==> src/rtl/project_3_no_auto_pkg.sv <==
// Shared types and constants for the T-bird taillight controller:
// state enum, HEX5 glyphs and the inner-first lamp sequence table.
package taillight_pkg;

  typedef enum logic [2:0] {
    ST_IDLE,
    ST_HZRD,
    ST_SIG_L,
    ST_SIG_R,
    ST_BRK,
    ST_BRK_SIG_L,
    ST_BRK_SIG_R
  } state_t;

  // Active-low {dp,g,f,e,d,c,b,a}
  localparam logic [7:0] HEX_IDLE      = 8'hBF;
  localparam logic [7:0] HEX_HZRD      = 8'h89;
  localparam logic [7:0] HEX_SIG_L     = 8'hC7;
  localparam logic [7:0] HEX_SIG_R     = 8'hAF;
  localparam logic [7:0] HEX_BRK       = 8'h83;
  localparam logic [7:0] HEX_BRK_SIG_L = 8'h47;
  localparam logic [7:0] HEX_BRK_SIG_R = 8'h2F;

  // Indexed by phase; bit 0 is the inner lamp.
  localparam logic [3:0][2:0] SEQ_PAT = {3'b111, 3'b011, 3'b001, 3'b000};

  function automatic logic [7:0] hex_glyph(input state_t s);
    case (s)
      ST_HZRD:      return HEX_HZRD;
      ST_SIG_L:     return HEX_SIG_L;
      ST_SIG_R:     return HEX_SIG_R;
      ST_BRK:       return HEX_BRK;
      ST_BRK_SIG_L: return HEX_BRK_SIG_L;
      ST_BRK_SIG_R: return HEX_BRK_SIG_R;
      default:      return HEX_IDLE;
    endcase
  endfunction

endpackage

==> src/rtl/project_3_no_auto_step_tick_gen.sv <==
// Step tick divider: one-clock tick every TICK_DIV clocks; clr restarts the
// count and suppresses the tick in that cycle.
module step_tick_gen #(
  parameter int unsigned TICK_DIV = 2_500_000
) (
  input  logic clk,
  input  logic rst_n,
  input  logic clr,
  output logic tick
);

  localparam int unsigned W = $clog2(TICK_DIV);
  localparam logic [W-1:0] LAST = W'(TICK_DIV - 1);

  logic [W-1:0] r_cnt;

  assign tick = !clr && (r_cnt == LAST);

  always_ff @(posedge clk or negedge rst_n) begin
    if (!rst_n) begin
      r_cnt <= '0;
    end else if (clr || tick) begin
      r_cnt <= '0;
    end else begin
      r_cnt <= r_cnt + 1'b1;
    end
  end

endmodule

==> src/rtl/project_3_no_auto.sv <==
// DE10-Lite sequential taillight controller (top). Optional macro
// INPUT_SYNC_EN adds a 2-flop synchronizer on SW[2:0] and KEY[1].
module project_3_no_auto
  import taillight_pkg::*;
#(
  parameter int unsigned TICK_DIV = 2_500_000
) (
  input  logic       ADC_CLK_10,
  input  logic [1:0] KEY,
  input  logic [9:0] SW,
  output logic [9:0] LEDR,
  output logic [7:0] HEX5
);

  logic       w_rst_n;
  logic [3:0] w_in;       // {KEY1, SW2, SW1, SW0}
  logic       w_unused;

  assign w_rst_n  = KEY[0];
  assign w_unused = ^SW[9:3];

`ifdef INPUT_SYNC_EN
  logic [3:0] r_sync1, r_sync2;

  always_ff @(posedge ADC_CLK_10 or negedge w_rst_n) begin
    if (!w_rst_n) begin
      r_sync1 <= 4'b1000;
      r_sync2 <= 4'b1000;
    end else begin
      r_sync1 <= {KEY[1], SW[2:0]};
      r_sync2 <= r_sync1;
    end
  end

  assign w_in = r_sync2;
`else
  assign w_in = {KEY[1], SW[2:0]};
`endif

  state_t     r_state, w_next;
  logic [1:0] r_phase, w_phase_nxt;
  logic [9:0] r_ledr, w_ledr;
  logic [7:0] r_hex;
  logic       w_chg, w_tick;
  logic [2:0] w_pat, w_left, w_right;

  always_comb begin
    w_next = ST_IDLE;
    if (w_in[0])               w_next = ST_HZRD;
    else if (w_in[2] && w_in[1]) w_next = w_in[3] ? ST_BRK_SIG_L : ST_BRK_SIG_R;
    else if (w_in[1])          w_next = w_in[3] ? ST_SIG_L : ST_SIG_R;
    else if (w_in[2])          w_next = ST_BRK;
  end

  assign w_chg = (w_next != r_state);

  step_tick_gen #(.TICK_DIV(TICK_DIV)) u_tick (
    .clk   (ADC_CLK_10),
    .rst_n (w_rst_n),
    .clr   (w_chg),
    .tick  (w_tick)
  );

  // Outputs are computed from next-state/next-phase so LEDR lands with the state.
  always_comb begin
    w_phase_nxt = r_phase;
    if (w_chg)       w_phase_nxt = '0;
    else if (w_tick) w_phase_nxt = r_phase + 1'b1;
    w_pat   = SEQ_PAT[w_phase_nxt];
    w_left  = w_pat;
    w_right = {w_pat[0], w_pat[1], w_pat[2]};
    w_ledr  = '0;
    case (w_next)
      ST_HZRD:      w_ledr = {{3{w_phase_nxt[0]}}, 4'b0000, {3{w_phase_nxt[0]}}};
      ST_SIG_L:     w_ledr = {w_left, 7'b0000000};
      ST_SIG_R:     w_ledr = {7'b0000000, w_right};
      ST_BRK:       w_ledr = 10'h387;
      ST_BRK_SIG_L: w_ledr = {w_left, 4'b0000, 3'b111};
      ST_BRK_SIG_R: w_ledr = {3'b111, 4'b0000, w_right};
      default:      w_ledr = '0;
    endcase
  end

  always_ff @(posedge ADC_CLK_10 or negedge w_rst_n) begin
    if (!w_rst_n) begin
      r_state <= ST_IDLE;
      r_phase <= '0;
      r_ledr  <= '0;
      r_hex   <= HEX_IDLE;
    end else begin
      r_state <= w_next;
      r_phase <= w_phase_nxt;
      r_ledr  <= w_ledr;
      r_hex   <= hex_glyph(w_next);
    end
  end

  assign LEDR = r_ledr;
  assign HEX5 = r_hex;

endmodule

==> config.mk <==
export PLATFORM = sky130hd
export DESIGN_NAME = project_3_no_auto
export DESIGN_NICKNAME = d
export VERILOG_FILES = /design/src/rtl/project_3_no_auto_pkg.sv /design/src/rtl/project_3_no_auto_step_tick_gen.sv /design/src/rtl/project_3_no_auto.sv
export SDC_FILE = /design/constraint.sdc
export NUM_CORES = 1
export LEC_CHECK = 0
export CAP_MARGIN = 20
export CORE_MARGIN = 2
export CORE_UTILIZATION = 57
export CTS_CLUSTER_DIAMETER = 100
export DETAILED_ROUTE_END_ITERATION = 16
export PLACE_DENSITY = 0.95
export SYNTH_ARGS = -nofsm -noshare
export SYNTH_HDL_FRONTEND = slang
export SYNTH_HIERARCHICAL = 1
export SYNTH_SLANG_ARGS = --single-unit
export TNS_END_PERCENT = 1
==> constraint.sdc <==
create_clock -name ADC_CLK_10 -period 5.05 [get_ports ADC_CLK_10]
set_input_delay 1.01 -clock ADC_CLK_10 [delete_from_list [all_inputs] [get_ports ADC_CLK_10]]
set_output_delay 1.01 -clock ADC_CLK_10 [all_outputs]
set_load 0.05 [all_outputs]
# Yosys cells after proc, flatten, opt, wreduce, memory -nomap -nowiden
# Index checks and enable logic that the tools add are counted.
classes:
  n_addsub: 2
  order_cmp: 1
  n_eq_ne: 8
  mux: 13
  n_reduce_logical: 4
op_table:
  columns: ["operator", "n"]
  rows:
  - ["one-hot mux 10 bit (6 select lines)", 1]
  - ["one-hot mux 8 bit (6 select lines)", 1]
  - ["adder 22 x 1 -> 22 bit, second input constant", 1]
  - ["== test 22 bit, second input constant", 1]
  - ["2-to-1 mux 22 bit", 1]
  - ["2-to-1 mux 3 bit", 5]
  - ["== test 3 bit, second input constant", 3]
  - ["binary-select mux 3 bit (select 2 bit)", 1]
  - ["== test 3 x 2 -> 1 bit, second input constant", 2]
  - ["2-to-1 mux 2 bit", 3]
  - ["== test 3 x 1 -> 1 bit, second input constant", 1]
  - ["less-than comparator 2 x 3 -> 1 bit, second input constant", 1]
  - ["inequality test 3 bit", 1]
  - ["adder 2 x 1 -> 2 bit, second input constant", 1]
  - ["logical AND 1 bit", 2]
  - ["logical NOT 1 bit", 1]
  - ["logical OR 1 bit", 1]
  - ["2-to-1 mux 1 bit", 1]
totals:
  reg_bits: 45
  in_bits: 13

# Depth between registers and ports, before layout
depth:
  ltp_word: 12
  mapped_depth: 11
  depth_no_buf: 10

# Hierarchy
# The synthesis kept the hierarchy.
by_module_without_submodules:
  columns: ["module", "instances", "cells_per_inst", "area_each_um2", "seq_area_each_um2"]
  rows:
  - ["step_tick_gen", 1, 118, 1157.4, 550.5]
  - ["project_3_no_auto", 1, 74, 862.1, 457.9]

# Worst setup path after synthesis
# Ideal clock, no wire load.
synth_path:
  path_type: "input to register"
  start: "in SW[2]"
  end: "reg r_ledr[7], in the netlist LEDR[7]"
  t_arrival_ns: 2.859
  setup_slack_ns: 2.064
  path_stages: 11
  n_path_buf: 1
  path_cell_list: "buf_4 > xor2_1 > o21ai_2 > xnor2_2 > o21ai_2 > nor3_1 > nand2_1 > xor2_1 > nor2b_1 > a2bb2oi_1 > o21ai_1"
synth_between:
  word_cells_on_any_way: 19
  cone_classes: "eq/ne (7); mux (9); reduce/logical (3)"
synth_rtl:
  columns: ["item", "line", "source"]
  rows:
  - ["from (decl)", "project_3_no_auto.sv:10", "input logic [9:0] SW,"]
  - ["logical AND 1 bit (*)", "project_3_no_auto.sv:50", "else if (w_in[2] && w_in[1]) w_next = w_in[3] ? ST_BRK_SIG_L : ST_BRK_SIG_R;"]
  - ["2-to-1 mux 3 bit (*)", "project_3_no_auto.sv:50", null]
  - ["2-to-1 mux 3 bit (*)", "project_3_no_auto.sv:49", "if (w_in[0]) w_next = ST_HZRD;"]
  - ["via w_next[0]", "project_3_no_auto.sv:40", "state_t r_state, w_next;"]
  - ["inequality test 3 bit (*)", "project_3_no_auto.sv:55", "assign w_chg = (w_next != r_state);"]
  - ["via w_chg", "project_3_no_auto.sv:44", "logic w_chg, w_tick;"]
  - ["logical NOT 1 bit (*)", "project_3_no_auto_step_tick_gen.sv:17", "assign tick = !clr && (r_cnt == LAST);"]
  - ["logical AND 1 bit (*)", "project_3_no_auto_step_tick_gen.sv:17", null]
  - ["via w_tick", "project_3_no_auto.sv:44", null]
  - ["2-to-1 mux 2 bit (*)", "project_3_no_auto.sv:68", "else if (w_tick) w_phase_nxt = r_phase + 1'b1;"]
  - ["2-to-1 mux 2 bit (*)", "project_3_no_auto.sv:67", "if (w_chg) w_phase_nxt = '0;"]
  - ["binary-select mux 3 bit (select 2 bit)", "project_3_no_auto.sv:69", "w_pat = SEQ_PAT[w_phase_nxt];"]
  - ["2-to-1 mux 3 bit (implied by the code)", "project_3_no_auto.sv:69", null]
  - ["one-hot mux 10 bit (6 select lines) (*)", "project_3_no_auto.sv:73", "case (w_next)"]
  - ["via w_ledr[7]", "project_3_no_auto.sv:42", "logic [9:0] r_ledr, w_ledr;"]
  - ["to (signal assigned)", "project_3_no_auto.sv:93", "r_ledr <= w_ledr;"]
  - ["to (decl)", "project_3_no_auto.sv:42", null]
# Mark *: on every way through the listed nets, which the timed path passes. The rest lies on a longest branch. The select of a mux whose other input is x is not followed.

# Worst setup path in the final report
layout_path:
  start: "in SW[0]"
  end: "reg r_ledr[2], in the netlist LEDR[2]"
layout_between:
  elab_chain_len: 9
  word_cells_on_any_way: 15
  cone_classes: "eq/ne (7); mux (6); reduce/logical (2)"
layout_rtl:
  columns: ["item", "line"]
  rows:
  - ["2-to-1 mux 3 bit (*)", "project_3_no_auto.sv:49"]
  - ["inequality test 3 bit (*)", "project_3_no_auto.sv:55"]
  - ["via w_chg", "project_3_no_auto.sv:44"]
  - ["logical NOT 1 bit (*)", "project_3_no_auto_step_tick_gen.sv:17"]
  - ["logical AND 1 bit (*)", "project_3_no_auto_step_tick_gen.sv:17"]
  - ["via w_tick", "project_3_no_auto.sv:44"]
  - ["2-to-1 mux 2 bit (*)", "project_3_no_auto.sv:68"]
  - ["2-to-1 mux 2 bit (*)", "project_3_no_auto.sv:67"]
  - ["binary-select mux 3 bit (select 2 bit)", "project_3_no_auto.sv:69"]
  - ["2-to-1 mux 3 bit (implied by the code)", "project_3_no_auto.sv:69"]
  - ["one-hot mux 10 bit (6 select lines) (*)", "project_3_no_auto.sv:73"]
  - ["via w_ledr[2]", "project_3_no_auto.sv:42"]
# Marked as above.

==> summary.md <==
| Metric | Value |
|---|---|
| Total congestion overflow | 0 |
| Reg-to-reg setup timing slack | 2.22 ns |
| Initial Util | 60.04% |
| RePlAce Congestion | 0.7697 |
| GRT Util Overall | 20.63% |
| Leak | 0.9243 nW |
| Slew Limit Fails | 0 |
| Main area contributors after synthesis | dfrtp_1, dfstp_2, xor2_1 |
| Routed Antenna Nets | 0 |
| Final setup margin | 1.325 ns |
| Clock share of power | 35.4% |
| Post-synth EDFFs | 0 |
| RSZ-0062 raised after global routing | no |
| Post-Route WL | 3646 um |
| Post-Synth Adder-Cell Area | 0.6196% |
| Post CTS Setup Buffer Count | 0 |
| Synth area leader | dfrtp_1 |
| Worst setup SP type | input pin |
| Switching power total | 0.1751 mW |
| Hold path depth | 1 |
| Placed cells | 246 |
| Switching Fraction | 27.02% |
| Internal power | 0.4731 mW |
| Commonest cells in the netlist | dfrtp_1, nor2_1, nand4_1, xor2_1, a21oi_1 |
| Htree depth | 2 |
| Number of port buffers | 18 |
| #FFs+latches synth | 40 |
| DRT iter0 DRCs | 57 |
| Resize count post-CTS | 0 |
| CP Max Fanout | 13 |
| Largest net degree at the start of global routing | 41 |
| Mean routed wirelength per cell | 14.35 um |
| Reg clk slew, reported paths | 0.12 ns |
| FF-to-FF path depth | 8 |
| Slew @ Worst Pin | 0.8430 ns |
| Worst Path Required | 5.28 ns |
| Maximum vdd drop | 0.0001690 V |
| Setup TNS | 0 ns |
| Root buf cell | clkbuf_4 |
| Peak Freq | 268.4 MHz |
| PwrDens | 286.1 nW/um2 |
| CTS buffer count | 5 |
| Die width | 63.52 um |
| First-pass GRT wire length | 6444 um |
| Post-synthesis mux area share | 0% |
| Clock sinks | 40 |
| Sequential fraction of the synthesis area | 49.94% |
| WP data arrival | 3.96 ns |
| Clock skew | 0.01041 ns |
| Diodes inserted | 0 |
| Reg2reg end | LEDR[2]$_DFF_PN0_ |
| Cells after Synth | 192 |
| Via-to-Cell Ratio | 5.752 |
| DP HPWL | 2512 um |
| Hold Buf Count CTS | 0 |
| Nets | 221 |
| Area Overhead vs Synth | 12.21% |
| Count of final hold-check violations | 0 |
| Final setup fails | 0 |
| Skew-Pair Late Insertion Delay | 0.36 ns |
| Synth async-reset ratio | 100.0% |
| Status | complete, no violations |
| 1st-pass router iterations | 4 |
| Initial antenna violation count | 0 |
| Die extent in y | 63.52 um |
| Fin crit share | 73.77% |
| DRC viols | 0 |
| Final Critical Period | 3.725 ns |
| Vias | 1461 |
| Most frequent cell after synthesis | dfrtp_1 |
| Mapped Area | 2019 um2 |
| HP Class | flop to flop |
| CTS tree | built |
| Vias in the first global route | 1428 |
| Ys Warns | 6 |
| Row count | 21 |
| Post-synthesis compound-gate area fraction | 12.52% |
| Type of the setup path with the least slack | input pin to flop |
| Core area | 3363 um2 |
| Netlist cell types | 46 |
| Synth top area share | 42.13% |
| Max_cap viols | 0 |
| I/O pin total | 31 |
| Reg power frac | 51.6% |
| Slew HR | 43.80% |
| Worst setup path endpoint | LEDR[2]$_DFF_PN0_ |
| XOR/XNOR share of the synthesized area | 8.984% |
| Die area | 4035 um2 |
| Post-synthesis average cell area | 10.52 um2 |
| FF-to-FF Start | u_tick/r_cnt[16]$_DFF_PN0_ |
| Fraction of layout cells with a size suffix above 1 | 13.94% |
| Ys flop type | dfrtp_1 |
| Synth Area in Simple Gates | 22.12% |
| Comb power frac | 13.0% |
| Crit path from | SW[0] |
| Clock buffer depth | 2 |
| Post-place setup slack | 1.055 ns |
| Largest family of logic cells by synthesized area | simple AND/OR/NAND/NOR gates |
| CP Capture Type | flop |
| Fin cells | 254 |
## area by class of cell
type	count	area [um2]
tap	46	57.56
timing repair buffer	18	175.2
sequential	40	1008
clock buffer	6	51.30
inverter	6	22.52
multi-input combinational	136	912.1
clock inverter	2	38.79
fill	275	1097
## per-stage QoR
stage	total power [mW]	utilization (%)	instance area, um2	hold WS, ns
3_5_place_dp	0.4249	64.69	2176	0.5119
4_1_cts	0.6509	67.37	2266	0.5278
3_3_place_gp	0.4231	64.69	2176	0.4688
5_1_grt	0.6737	67.37	2266	0.5554
6_report	0.6482	67.37	2266	0.5174
2_1_floorplan	0.4053	-	2031	0.4434
## worst min path at each step
stage | start | endpoint | slack [ns]
final | u_tick/r_cnt[0]$_DFF_PN0_ | u_tick/r_cnt[0]$_DFF_PN0_ | 0.52
after global routing | u_tick/r_cnt[0]$_DFF_PN0_ | u_tick/r_cnt[0]$_DFF_PN0_ | 0.56
after floorplan | u_tick/r_cnt[0]$_DFF_PN0_ | u_tick/r_cnt[0]$_DFF_PN0_ | 0.44
after detailed placement | u_tick/r_cnt[0]$_DFF_PN0_ | u_tick/r_cnt[0]$_DFF_PN0_ | 0.51
after CTS | u_tick/r_cnt[0]$_DFF_PN0_ | u_tick/r_cnt[0]$_DFF_PN0_ | 0.53
after global placement | u_tick/r_cnt[0]$_DFF_PN0_ | u_tick/r_cnt[0]$_DFF_PN0_ | 0.47
## metal layers
layer,vias to the layer above,GRT usage (%),wire length [um]
li1,695,-,-
met1,709,23.96,1499
met2,45,35.53,1876
met3,12,5.179,180
met4,0,9.783,89
met5,-,0,0
## power by group through the flow
stage | Combinational [mW] | Clock, mW | Sequential, mW
5_1_grt | 0.0907 | 0.247 | 0.336
6_report | 0.0845 | 0.229 | 0.334
4_1_cts | 0.0849 | 0.231 | 0.335
2_1_floorplan | 0.0450 | 0 | 0.360
3_5_place_dp | 0.0844 | 0 | 0.340
3_3_place_gp | 0.0828 | 0 | 0.340
## placed cells by master (no fill, tap or decap), drive strengths merged, types with 5 or more instances in the layout
cell and count:
clkbuf 6, nor3 5, or3 6, clkdlybuf4s50 17, conb 5, nor2 18
nand2 9, xor2 12, nand3 8, a21oi 10, dfstp 6, dfrtp 34
inv 6, o21ai 13, xnor2 7, nand4 11
## critical path, cell delays in order
cell and delay [ns]:
clkdlybuf4s50_1 0.75, inv_2 0.17, a21o_1 0.26, a221oi_4 0.34, o21ai_2 0.15, nor3_1 0.44
nand2_1 0.12, xor2_1 0.29, nor3_1 0.12, o211ai_1 0.17, o211ai_2 0.13
## cell families (layout without fill, tap and decap cells)
family | Yosys count | count (layout)
buffers and inverters | 19 | 32
DFF | 40 | 40
AOI/OAI and AO/OA | 33 | 33
adders and majority gates | 1 | 1
and+or+nand+nor | 78 | 78
xor gates and xnor gates | 19 | 19
other | 2 | 5
## flip-flops by register name (all words and copies together), names as in the netlist
| name | count |
|---|---|
| u_tick/r_cnt | 22 |
| HEX5 | 7 |
| LEDR | 6 |
| r_state | 3 |
| r_phase | 2 |
Power figures use the tool's default switching activity.
